### src/rtl/mem_arb_pkg.sv
// Shared types and defaults for the two-port unified-memory arbiter.
// Owner encoding tags who gets the one-cycle-latency read response.
package mem_arb_pkg;

    localparam int DEF_ADDR_W     = 20;
    localparam int DEF_DATA_W     = 32;
    localparam int DEF_STARVE_MAX = 4;
    localparam int CNT_W          = 4;

    typedef enum logic [1:0] {
        OWN_NONE  = 2'd0,
        OWN_IF    = 2'd1,
        OWN_DM_RD = 2'd2,
        OWN_DM_WR = 2'd3
    } owner_e;

    function automatic owner_e grant_owner(input logic if_g, input logic dm_g, input logic we);
        if (if_g) begin
            return OWN_IF;
        end
        if (dm_g) begin
            return we ? OWN_DM_WR : OWN_DM_RD;
        end
        return OWN_NONE;
    endfunction

endpackage

### src/rtl/arb_starve_ctr.sv
// Saturating count of consecutive cycles the fetch port was denied.
// sat tells the arbiter to hand the next contended cycle to fetch.
module arb_starve_ctr
    import mem_arb_pkg::*;
#(
    parameter int MAX = DEF_STARVE_MAX
) (
    input  logic             clk,
    input  logic             rst,
    input  logic             inc,
    input  logic             clr,
    output logic [CNT_W-1:0] cnt,
    output logic             sat
);

    localparam logic [CNT_W-1:0] MAX_C = CNT_W'(MAX);

    // NOTE: state registers use non-blocking assignments so every flop samples
    // pre-edge values; blocking here would create order-dependent races.
    always_ff @(posedge clk or posedge rst) begin
        if (rst) begin
            cnt <= '0;
        end else if (clr) begin
            cnt <= '0;
        end else if (inc && (cnt != MAX_C)) begin
            cnt <= cnt + 1'b1;
        end
    end

    assign sat = (cnt == MAX_C);

endmodule

### src/rtl/mem_port_arbiter.sv
// Fixed-priority (data first) arbiter for fetch and load/store sharing one
// single-ported memory, with a starvation bound that forces a fetch grant.
module mem_port_arbiter
    import mem_arb_pkg::*;
#(
    parameter int ADDR_W     = DEF_ADDR_W,
    parameter int DATA_W     = DEF_DATA_W,
    parameter int STARVE_MAX = DEF_STARVE_MAX
) (
    input  logic                clk,
    input  logic                rst,

    input  logic                if_req,
    input  logic [ADDR_W-1:0]   if_addr,
    output logic                if_gnt,
    output logic                if_rvalid,
    output logic [DATA_W-1:0]   if_rdata,

    input  logic                dm_req,
    input  logic                dm_we,
    input  logic [DATA_W/8-1:0] dm_be,
    input  logic [ADDR_W-1:0]   dm_addr,
    input  logic [DATA_W-1:0]   dm_wdata,
    output logic                dm_gnt,
    output logic                dm_rvalid,
    output logic [DATA_W-1:0]   dm_rdata,

    output logic                mem_req,
    output logic                mem_we,
    output logic [DATA_W/8-1:0] mem_be,
    output logic [ADDR_W-1:0]   mem_addr,
    output logic [DATA_W-1:0]   mem_wdata,
    input  logic [DATA_W-1:0]   mem_rdata
);

    logic [CNT_W-1:0] starve_cnt;
    logic             starve_sat;
    owner_e           owner;
    owner_e           owner_d;

    arb_starve_ctr #(
        .MAX (STARVE_MAX)
    ) u_starve (
        .clk (clk),
        .rst (rst),
        .inc (if_req & ~if_gnt),
        .clr (if_gnt | ~if_req),
        .cnt (starve_cnt),
        .sat (starve_sat)
    );

    // NOTE: every output of a combinational block gets a default first, so no
    // path through the if/case leaves a signal unassigned and infers a latch.
    always_comb begin
        if_gnt = 1'b0;
        dm_gnt = 1'b0;
        if (!rst) begin
            if (if_req && dm_req) begin
                if (starve_sat) begin
                    if_gnt = 1'b1;
                end else begin
                    dm_gnt = 1'b1;
                end
            end else if (if_req) begin
                if_gnt = 1'b1;
            end else if (dm_req) begin
                dm_gnt = 1'b1;
            end
        end
    end

    // A fetch is always a plain full-word read: no write strobes leak through.
    always_comb begin
        mem_req   = if_gnt | dm_gnt;
        mem_we    = 1'b0;
        mem_be    = '0;
        mem_addr  = '0;
        mem_wdata = '0;
        if (if_gnt) begin
            mem_addr = if_addr;
        end else if (dm_gnt) begin
            mem_we    = dm_we;
            mem_be    = dm_be;
            mem_addr  = dm_addr;
            mem_wdata = dm_wdata;
        end
    end

    assign owner_d = grant_owner(if_gnt, dm_gnt, dm_we);

    always_ff @(posedge clk or posedge rst) begin
        if (rst) begin
            owner <= OWN_NONE;
        end else begin
            owner <= owner_d;
        end
    end

    always_comb begin
        if_rvalid = 1'b0;
        if_rdata  = '0;
        dm_rvalid = 1'b0;
        dm_rdata  = '0;
        case (owner)
            OWN_IF: begin
                if_rvalid = 1'b1;
                if_rdata  = mem_rdata;
            end
            OWN_DM_RD: begin
                dm_rvalid = 1'b1;
                dm_rdata  = mem_rdata;
            end
            OWN_DM_WR: begin
                dm_rvalid = 1'b1;
            end
            default: begin
            end
        endcase
    end

endmodule
### config.mk
export PLATFORM = sky130hd
export DESIGN_NAME = mem_port_arbiter
export DESIGN_NICKNAME = d
export VERILOG_FILES = /design/src/rtl/mem_arb_pkg.sv /design/src/rtl/arb_starve_ctr.sv /design/src/rtl/mem_port_arbiter.sv
export SDC_FILE = /design/constraint.sdc
export NUM_CORES = 1
export LEC_CHECK = 0
export BUFFER_PORTS_ARGS = -buffer_cell sky130_fd_sc_hd__buf_2
export CORE_AREA = 2 2 92 94
export DETAILED_ROUTE_END_ITERATION = 7
export DIE_AREA = 0 0 94 96
export PLACE_DENSITY = 0.6
export SLEW_MARGIN = 20
export SYNTH_ARGS = -nofsm -noshare
export SYNTH_HDL_FRONTEND = slang
export SYNTH_HIERARCHICAL = 1
export SYNTH_SLANG_ARGS = --single-unit
### constraint.sdc
create_clock -name clk -period 4.1 [get_ports clk]
set_input_delay 0.205 -clock clk [delete_from_list [all_inputs] [get_ports clk]]
set_output_delay 0.205 -clock clk [all_outputs]
set_load 0.01 [all_outputs]
==> flow_summary_export.csv, run 1 <==
group,metric,value,unit
routing,drt_iter0_drc,30,
global_route,grt_use_met1,0.140,
worst_setup_path,cpMaxStageDelayCell,"nand2b_1",
finish,syn_to_final_growth,93.5,%
routing,ant_nets,0,
global_route,grt_pass1_wl,8.58,mm
global_route,grt_pass1_vias,1887,
sta,tns,0,ns
run,maxCapViolations,0,
global_route,busiest_layer,"met2",
sta,tightest_slew,0.815,ns
worst_setup_path,criticalPathCategory,"reg2reg",
sta,hold_viol,0,
logic_synthesis,synth_top_cell_area_share,0.467,
cts,path_clk_slew,0.04,ns
pwr,p_leak,1.68,nW
logic_synthesis,yosys_warnings,6,
finish,mostFrequentLayoutCells,"238 x buf_2, 102 x and2_1, 24 x nor2_1, 20 x a32oi_1, 6 x dfrtp_1",
die,rows,33,
placed_design,dp_hpwl,5.47,mm
status,status,"complete, no violations",
worst_setup_path,end_kind,"flip-flop",
sta,slew_headroom,0.457,
die,die_h,96,um
worst_setup_path,crit_path_max_fanout,23,
min_path,hp-class,"in2async",
placed_design,post-place-cells,530,
sta,holdWs,0.0435,ns
placed_design,gp_congestion,0.724,
finish,final_common_cell,"buf_2",
cts,post_cts_buffers,0,
die,coreArea,8050,um^2
finish,n_antenna_cell,0,
sta,fmax,0.388,GHz
cts,clk_path_buf_depth,2,
global_route,grt_overflow_total,0,
die,start_util,0.170,
worst_setup_path,critPathLaunchType,"flip-flop",
logic_synthesis,yosys-top-cells-area,"and2_1 47%, a32oi_1 13%, dfrtp_1 11%",
die,die-width,94,um
routing,vias,2229,
global_route,track_usage,0.120,
logic_synthesis,synth_top_area_cell,"and2_1",
logic_synthesis,synth.cell_area,1370,um^2
cts,cts-root-buf,"clkbuf_8",
sta,drv_slew,0,
logic_synthesis,avgSynthCellArea,6.70,um^2
finish,layout-drive-gt1-share,0.584,
cts,cts_tree,"done",
global_route,grt_max_degree,39,
global_route,grt_util_met2,0.220,
cts,holdBufCountCts,0,
sta,rsz0062_at_grt,"no",
routing,avgViaCountPerCell,4.18,
logic_synthesis,syn_inst,204,
worst_setup_path,cp_cell_sequence,"inv_1 -> ha_1 -> nand3b_4 -> inv_2 -> nand2b_1 -> nand2_1 -> and2_1 -> nand4_1 -> or3_1 -> a21oi_1",
worst_setup_path,cpPeakStageDelay,0.51,ns
die,ios,239,
logic_synthesis,synth-seq-cells,6,
finish,nets,545,
pwr,ir_drop,0.0855,mV
worst_setup_path,path_delay_family,"simple AND/OR/NAND/NOR gates",
cts,clock_sinks,6,
global_route,gr-usage-met3,0.0243,
sta,min_period,2.58,ns
routing,wirelength,6.27,mm
die,fp.dieArea,9020,um^2
placed_design,place.port_buffers,238,
worst_setup_path,crit_required,4.25,ns
routing,dr.pass1.iters,4,
logic_synthesis,synth.distinct_cells,25,
logic_synthesis,synth_fp_nets,319,
worst_setup_path,arrival,2.73,ns
cts,cts_resized,0,
cts,cts_buffers,3,
finish,stdcell_count,533,
sta,finClkSkew,0.00430,ns
global_route,grt_antenna_before_repair,0,
worst_setup_path,path_buf_inv,2,
routing,avgRoutedWirePerCell,11.8,um
logic_synthesis,ys_seq_area_frac,0.110,
cts,clk_latency,0.23,ns
pwr,power.density,139,nW/um^2
sta,setup_viol_count_final,0,
sta,min_period_over_period,0.629,
routing,drc_errors,0,
cts,htreeDepth,1,
[layer usage]
layer / part of all wire / vias up
li1: - / 1117
met1: 0.38 / 963
met2: 0.50 / 145
met3: 0.11 / 4
met4: 0.011 / 0
met5: 0 / -
[report_power, final]
| group | total, mW | internal, mW | switching [mW] |
|---|---|---|---|
| sequential | 0.0632 | 0.0617 | 0.00157 |
| combinational | 0.215 | 0.106 | 0.108 |
| clock | 0.0900 | 0.0632 | 0.0268 |
[kinds of logic after synthesis]
| kind of cell | count (synthesis) | synth area share |
|---|---|---|
| fa+ha+maj | 2 | 0.0183 |
| buf+inv | 25 | 0.0924 |
| flops | 6 | 0.110 |
| compound gates | 28 | 0.167 |
| simple gates | 143 | 0.613 |
[registers in the layout (all words and copies together) (netlist names)]
name	count
owner	2
u_starve/cnt	4
[Yosys cell counts]
| master | n |
|---|---|
| and2_1 | 102 |
| a32oi_1 | 20 |
| nor2b_1 | 2 |
| nor2_1 | 24 |
| buf_2 | 5 |
| a22oi_1 | 1 |
| a21boi_1 | 1 |
| inv_1 | 3 |
| a21oi_1 | 4 |
| ha_1 | 2 |
| nor3_1 | 1 |
| buf_6 | 3 |
| nand2b_1 | 1 |
| clkbuf_1 | 11 |
| nand4_1 | 1 |
| dfrtp_1 | 6 |
| nand3_1 | 3 |
| nand2_1 | 4 |
| or3_1 | 1 |
| a21o_2 | 2 |
| and3_1 | 2 |
| and3_4 | 1 |
| inv_2 | 2 |
| nand3b_4 | 1 |
| buf_4 | 1 |
[cell type report]
class	instances	area, um^2
Fill cell	912	5410
Timing Repair Buffer	241	1210
Multi-Input combinational cell	173	1090
Sequential cell	6	150
Tap cell	105	131
Clock buffer	3	41.3
Inverter	5	18.8
[worst reg2reg max path: cells and delay by family, from the launching register on]
family,cells,cell delay [ns]
buf+inv,2,0.14
compound gates,1,0.15
fa+ha+maj,1,0.23
flops,1,0.36
simple gates,6,1.61
[per-stage QoR]
stage	worst slack, ns	power [mW]	instance area (um^2)	util
3_5_place_dp	1.54	0.281	2610	0.324
5_1_grt	1.24	0.398	2650	0.329
6_report	1.52	0.368	2650	0.329
2_1_floorplan	2.22	0.171	1370	-
3_3_place_gp	1.67	0.278	2610	0.324
4_1_cts	1.51	0.372	2650	0.329
[worst paths after layout]
path,from,slack [ns],depth (start not counted),to
max,u_starve/cnt[0],1.52,10,u_starve/cnt[3]
min,rst,0.04,2,owner[0]
max reg2reg,u_starve/cnt[0],1.52,10,u_starve/cnt[3]
min reg2reg,u_starve/cnt[3],0.54,2,u_starve/cnt[3]
max in group asynchronous,rst,3.86,2,u_starve/cnt[2]
min in group clk,dm_we,0.27,3,owner[0]
Note: power is estimated with default switching activity, not from simulation.
==> inputs of run 2 (changes only) <==
--- a/config.mk
+++ b/config.mk
@@ -5,11 +5,12 @@
 export SDC_FILE = /design/constraint.sdc
 export NUM_CORES = 1
 export LEC_CHECK = 0
+export ABC_AREA = 1
 export BUFFER_PORTS_ARGS = -buffer_cell sky130_fd_sc_hd__buf_2
 export CORE_AREA = 2 2 92 94
 export DETAILED_ROUTE_END_ITERATION = 7
 export DIE_AREA = 0 0 94 96
-export PLACE_DENSITY = 0.6
+export PLACE_DENSITY = 0.61
 export SLEW_MARGIN = 20
 export SYNTH_ARGS = -nofsm -noshare
 export SYNTH_HDL_FRONTEND = slang
==> constraint.sdc (replaced) <==
create_clock -name clk -period 2.6 [get_ports clk]
set_input_delay 0.13 -clock clk [delete_from_list [all_inputs] [get_ports clk]]
set_output_delay 0.13 -clock clk [all_outputs]
set_load 0.01 [all_outputs]
==> run 2 against run 1 <==
  * Sequential power up 61%
  * Die area did not move
  * Cell area is 3.8% higher
  * Core utilization is 1.2 points higher
  * First-iteration DRC count is 13% higher
==> flow_summary_export.csv, run 2 <==
group,metric,value,unit
min_path,hp-class,"in2reg",
global_route,track_usage,0.121,
logic_synthesis,ys_seq_area_frac,0.104,
routing,avgViaCountPerCell,4.07,
routing,drc_errors,0,
die,start_util,0.179,
finish,final_common_cell,"buf_2",
placed_design,place.port_buffers,238,
logic_synthesis,syn_inst,305,
routing,ant_nets,0,
finish,syn_to_final_growth,91.0,%
sta,hold_viol,0,
finish,nets,647,
finish,layout-drive-gt1-share,0.485,
worst_setup_path,criticalPathCategory,"in2out",
die,ios,239,
finish,reg_top3,"u_starve/cnt: 4 flops, owner: 2 flops",
worst_setup_path,end_kind,"output pin",
cts,clk_path_buf_depth,2,
worst_setup_path,crit_required,2.47,ns
finish,n_antenna_cell,0,
routing,dr.pass1.iters,4,
logic_synthesis,synth_most_common_cell,"nor2_1",
logic_synthesis,yosys-top-cells-count,"95 x nor2_1, 84 x inv_1, 35 x nand2_1, 24 x nand3_1, 24 x nand4_1",
worst_setup_path,cp_cell_sequence,"dlygate4sd3_1 -> buf_2 -> inv_1 -> buf_4 -> nand3_2 -> nor2_1 -> buf_2",
run,maxCapViolations,0,
sta,drv_slew,0,
logic_synthesis,avgSynthCellArea,4.71,um^2
logic_synthesis,synth.cell_area,1440,um^2
global_route,grt_antenna_before_repair,0,
worst_setup_path,r2r-start,"u_starve/cnt[0]",
finish,top_register,"u_starve/cnt",
cts,path_clk_slew,0.04,ns
worst_setup_path,rr_worst_depth,13,
cts,cts-root-buf,"clkbuf_8",
sta,fmax,0.425,GHz
placed_design,gp_congestion,0.736,
cts,cts_buffers,3,
cts,clk_latency,0.22,ns
worst_setup_path,arrival,2.22,ns
pwr,total_power,0.609,mW
worst_setup_path,cp-endpoint,"mem_wdata[3]",
routing,wirelength,6.49,mm
worst_setup_path,r2r_slack,0.74,ns
worst_setup_path,cpPeakStageDelay,0.64,ns
worst_setup_path,crit_start,"rst",
routing,drt_iter0_drc,34,
logic_synthesis,synth.distinct_cells,15,
cts,cts_resized,0,
logic_synthesis,yosys_warnings,6,
sta,rsz0062_at_grt,"no",
global_route,grt_pass1_wl,9.02,mm
global_route,grt_overflow_total,0,
worst_setup_path,cp_common_cell,"buf_2",
logic_synthesis,yosys-top-cells-area,"nor2_1 25%, inv_1 22%, dfrtp_1 10%",
status,status,"complete, no violations",
routing,avgRoutedWirePerCell,10.2,um
sta,tightest_slew,1.01,ns
logic_synthesis,synth_fp_nets,420,
sta,setup_viol_count_final,0,
routing,vias,2586,
cts,cts_tree,"done",
worst_setup_path,r2r-end,"u_starve/cnt[1]",
global_route,grt_max_degree,40,
finish,mostFrequentLayoutCells,"238 x buf_2, 95 x nor2_1, 84 x inv_1, 35 x nand2_1, 24 x nand4_1",
logic_synthesis,ys.flop_type,"dfrtp_1",
worst_setup_path,critPathLaunchType,"input port",
worst_setup_path,cpMaxStageDelayCell,"nand3_2",
placed_design,dp_hpwl,5.63,mm
die,die_h,96,um
die,die-width,94,um
pwr,ir_drop,0.168,mV
finish,largest_register_ff_count,4,
logic_synthesis,synth_edf_count,0,
cts,clock_sinks,6,
sta,min_period_over_period,0.904,
die,fp.dieArea,9020,um^2
logic_synthesis,synthArstFlopShare,1.00,
die,rows,33,
global_route,grt_pass1_vias,2071,
die,coreArea,8050,um^2
cts,htreeDepth,1,
logic_synthesis,synth_top_cell_area_share,0.248,
sta,slew_headroom,0.322,
sta,tns,0,ns
sta,min_period,2.35,ns
pwr,power.density,222,nW/um^2
pwr,p_leak,2.13,nW
worst_setup_path,crit_path_max_fanout,39,
logic_synthesis,synth_top_area_cell,"nor2_1",
sta,finClkSkew,0.00217,ns
logic_synthesis,synth-seq-cells,6,
## run 2: changes by cell type after synthesis, moves of 3 or more
cell     change
nor2_2       +9
a21oi_1      -4
nor2_1      +71
o21ai_0      +3
a32oi_1     -20
and2_1     -102
inv_1       +81
buf_2        +3
nand2_1     +31
nand3_1     +21
nand4_1     +23
## run 2: what timing repair did
action                     CTS  global route
hold buffers                 1             0
hold endpoints to repair     6             0
setup endpoints to repair    0             0
buffers inserted             0             0
## run 2: layer usage
| metal | GRT usage | wire length [um] | up-vias |
|---|---|---|---|
| met4 | 0.0242 | 21 | 0 |
| met5 | 0 | 0 | - |
| met2 | 0.235 | 3260 | 161 |
| met3 | 0.0172 | 644 | 3 |
| met1 | 0.141 | 2560 | 1081 |
| li1 | - | - | 1341 |
## run 2: area by class of cell
type / count / area [um^2]
Multi-Input combinational cell: 194 / 877
Sequential cell: 6 / 150
Inverter: 84 / 315
Clock buffer: 3 / 41.3
Fill cell: 908 / 5310
Tap cell: 105 / 131
Timing Repair Buffer: 243 / 1230
## run 2: kinds of logic after synthesis
family	after synthesis	synth area share
AND/OR/NAND/NOR	189	0.579
AO/OA/AOI/OAI	3	0.0104
adder cells (fa/ha/maj)	2	0.0174
flip-flops	6	0.104
buffers and inverters	105	0.289
## run 2: how the worst min path moves through the flow
stage | cells after the start | slack [ns] | to | from
floorplan | 1 | -0.10 | u_starve/cnt[0] | rst
global placement | 2 | 0.05 | u_starve/cnt[2] | rst
detailed placement | 2 | 0.05 | u_starve/cnt[2] | rst
CTS | 3 | 0.26 | owner[0] | dm_we
global route | 3 | 0.25 | owner[0] | dm_we
finish | 3 | 0.25 | owner[0] | dm_we
## run 2: power breakdown
group | internal [mW] | switching [mW]
sequential | 0.0983 | 0.00387
combinational | 0.160 | 0.207
clock | 0.0995 | 0.0404
total | 0.358 | 0.251
## run 2: stage by stage
stage / hold WS, ns / worst slack, ns / instance area (um^2) / instances / utilization
2_1_floorplan: -0.104 / 0.956 / 1440 / 305 / -
3_3_place_gp: 0.0496 / 0.654 / 2700 / 631 / 0.335
3_5_place_dp: 0.0548 / 0.523 / 2700 / 631 / 0.335
4_1_cts: 0.256 / 0.226 / 2750 / 635 / 0.341
5_1_grt: 0.248 / 0.00119 / 2750 / 635 / 0.341
6_report: 0.245 / 0.249 / 2750 / 635 / 0.341
## run 2: worst max-delay path: cells and delay by family
family	cells	cell delay [ns]
AND/OR/NAND/NOR	2	0.93
buffers and inverters	5	1.15
==> inputs of run 3 (changes only) <==
--- a/config.mk
+++ b/config.mk
@@ -10,7 +10,7 @@
 export CORE_AREA = 2 2 92 94
 export DETAILED_ROUTE_END_ITERATION = 7
 export DIE_AREA = 0 0 94 96
-export PLACE_DENSITY = 0.61
+export PLACE_DENSITY = 0.6
 export SLEW_MARGIN = 20
 export SYNTH_ARGS = -nofsm -noshare
 export SYNTH_HDL_FRONTEND = slang
==> run 3 against run 2 <==
  * Sequential share of layout area about the same
  * Power barely moved
  * Clock power barely moved
  * Via count did not move
  * Clock skew grew 0.0012 ns
  * Worst hold slack worse by 0.015 ns
  * Die area did not move
  * Critical endpoint is now mem_wdata[20]
  * Largest cell class unchanged
  * Highest routed layer unchanged
==> flow_summary_export.csv, run 3 (same netlist as run 2, synthesis figures left out) <==
group,metric,value,unit
placed_design,place_area,2700,um^2
placed_design,place.port_buffers,238,
finish,nets,648,
finish,final_util,0.342,
finish,n_antenna_cell,0,
min_path,hp-class,"in2reg",
sta,finClkSkew,0.00341,ns
finish,stdcell_count,636,
cts,clk_latency,0.22,ns
cts,cts_buffers,3,
pwr,sw_frac_of_total,0.412,
finish,mostFrequentLayoutCells,"238 x buf_2, 95 x nor2_1, 84 x inv_1, 35 x nand2_1, 24 x nand4_1",
sta,tightest_slew,0.884,ns
pwr,p_switching,0.251,mW
global_route,grt_pass1_vias,2126,
routing,vias,2586,
die,start_util,0.179,
sta,hold_viol,0,
die,die-width,94,um
pwr,p_comb_frac,0.605,
die,coreArea,8050,um^2
cts,post_cts_buffers,0,
routing,dr_wl_met2,3.54,mm
finish,largest_register_ff_count,4,
die,rows,33,
routing,avgViaCountPerCell,4.07,
sta,setup_viol_count_final,0,
cts,holdBufCountCts,1,
worst_setup_path,end_kind,"output pin",
sta,min_period,2.36,ns
sta,fmax,0.423,GHz
finish,fillCellCount,922,
routing,wl_met3,665,um
global_route,grt_antenna_before_repair,0,
finish,final_common_cell,"buf_2",
routing,top_layer,"met4",
cts,clock_sinks,6,
cts,htreeDepth,1,
routing,wl_met1,2.46,mm
worst_setup_path,criticalPathCategory,"reg2out",
run,maxCapViolations,0,
global_route,grt_pass1_wl,9.34,mm
routing,drc_errors,0,
routing,drt_iter0_drc,40,
die,die_h,96,um
status,status,"complete, no violations",
finish,layout-drive-gt1-share,0.486,
worst_setup_path,crit_required,2.47,ns
routing,ant_nets,0,
finish,reg_top3,"u_starve/cnt: 4 flops, owner: 2 flops",
sta,slew_headroom,0.410,
pwr,power.density,221,nW/um^2
placed_design,dp_hpwl,5.89,mm
sta,rsz0062_at_grt,"no",
cts,clk_path_buf_depth,2,
global_route,grt_overflow_total,0,
die,ios,239,
worst_setup_path,crit_path_max_fanout,39,
cts,cts-root-buf,"clkbuf_8",
cts,cts_resized,0,
global_route,track_usage,0.129,
sta,holdWs,0.230,ns
pwr,internal-power,0.358,mW
global_route,grt_max_degree,40,
finish,top_register,"u_starve/cnt",
finish,syn_to_final_growth,91.6,%
routing,avgRoutedWirePerCell,10.6,um
worst_setup_path,arrival,2.23,ns
pwr,ir_drop,0.128,mV
cts,path_clk_slew,0.04,ns
placed_design,post-place-cells,632,
placed_design,gp_congestion,0.775,
routing,wirelength,6.75,mm
cts,cts_tree,"done",
pwr,pwr-share-seq,0.167,
routing,dr.pass1.iters,4,
sta,min_period_over_period,0.909,
sta,drv_slew,0,
die,fp.dieArea,9020,um^2
pwr,p_leak,2.13,nW
pwr,clock_power_share,0.228,
finish,stdcell_area,2750,um^2
sta,tns,0,ns
worst_setup_path,critPathLaunchType,"flip-flop",
==> run 3: power by group through the flow <==
stage	sequential, mW	clock, mW	combinational, mW
after global placement	0.103	0	0.368
final	0.102	0.139	0.369
after global routing	0.103	0.147	0.415
after detailed placement	0.103	0	0.371
after CTS	0.102	0.145	0.374
after floorplan	0.102	0	0.185
==> run 3: path summary, 6_finish.rpt <==
path,start,to,slack [ns],cells past startpoint
setup / recovery,u_starve/cnt[0],mem_wdata[20],0.24,8
hold / removal,dm_we,owner[0],0.23,3
setup reg to reg,u_starve/cnt[0],u_starve/cnt[3],0.70,13
hold reg to reg,u_starve/cnt[2],u_starve/cnt[2],0.58,2
max in group asynchronous,rst,owner[1],1.83,4
min in group asynchronous,rst,u_starve/cnt[0],0.38,3
==> run 3: critical path, cell delays in order, from the launching register on <==
cell and delay, ns:
dfrtp_1 0.37, inv_1 0.08, ha_1 0.20, nand2_1 0.09
nor2_2 0.05, nand2_1 0.09, nand3_2 0.60, nor2_1 0.33
buf_2 0.18
==> run 3: per-stage QoR <==
| stage | worst slack, ns | power [mW] |
|---|---|---|
| after detailed placement | 0.454 | 0.474 |
| after floorplan | 0.956 | 0.287 |
| after global placement | 0.529 | 0.471 |
| after global routing | 0.0315 | 0.665 |
| final | 0.237 | 0.609 |
| after CTS | 0.205 | 0.620 |
==> run 3: layer usage <==
| metal | vias to the layer above | track usage |
|---|---|---|
| met3 | 6 | 0.0211 |
| met5 | - | 0 |
| li1 | 1341 | - |
| met1 | 1083 | 0.135 |
| met4 | 0 | 0.0399 |
| met2 | 156 | 0.258 |
==> run 3: area by class of cell <==
cell class	count	area (um^2)	share of cell area
clock buffer	3	41.3	0.0150
sequential	6	150	0.0545
tap	105	131	0.0477
timing repair buffer	244	1240	0.450
inverter	84	315	0.114
multi-input combinational	194	877	0.318
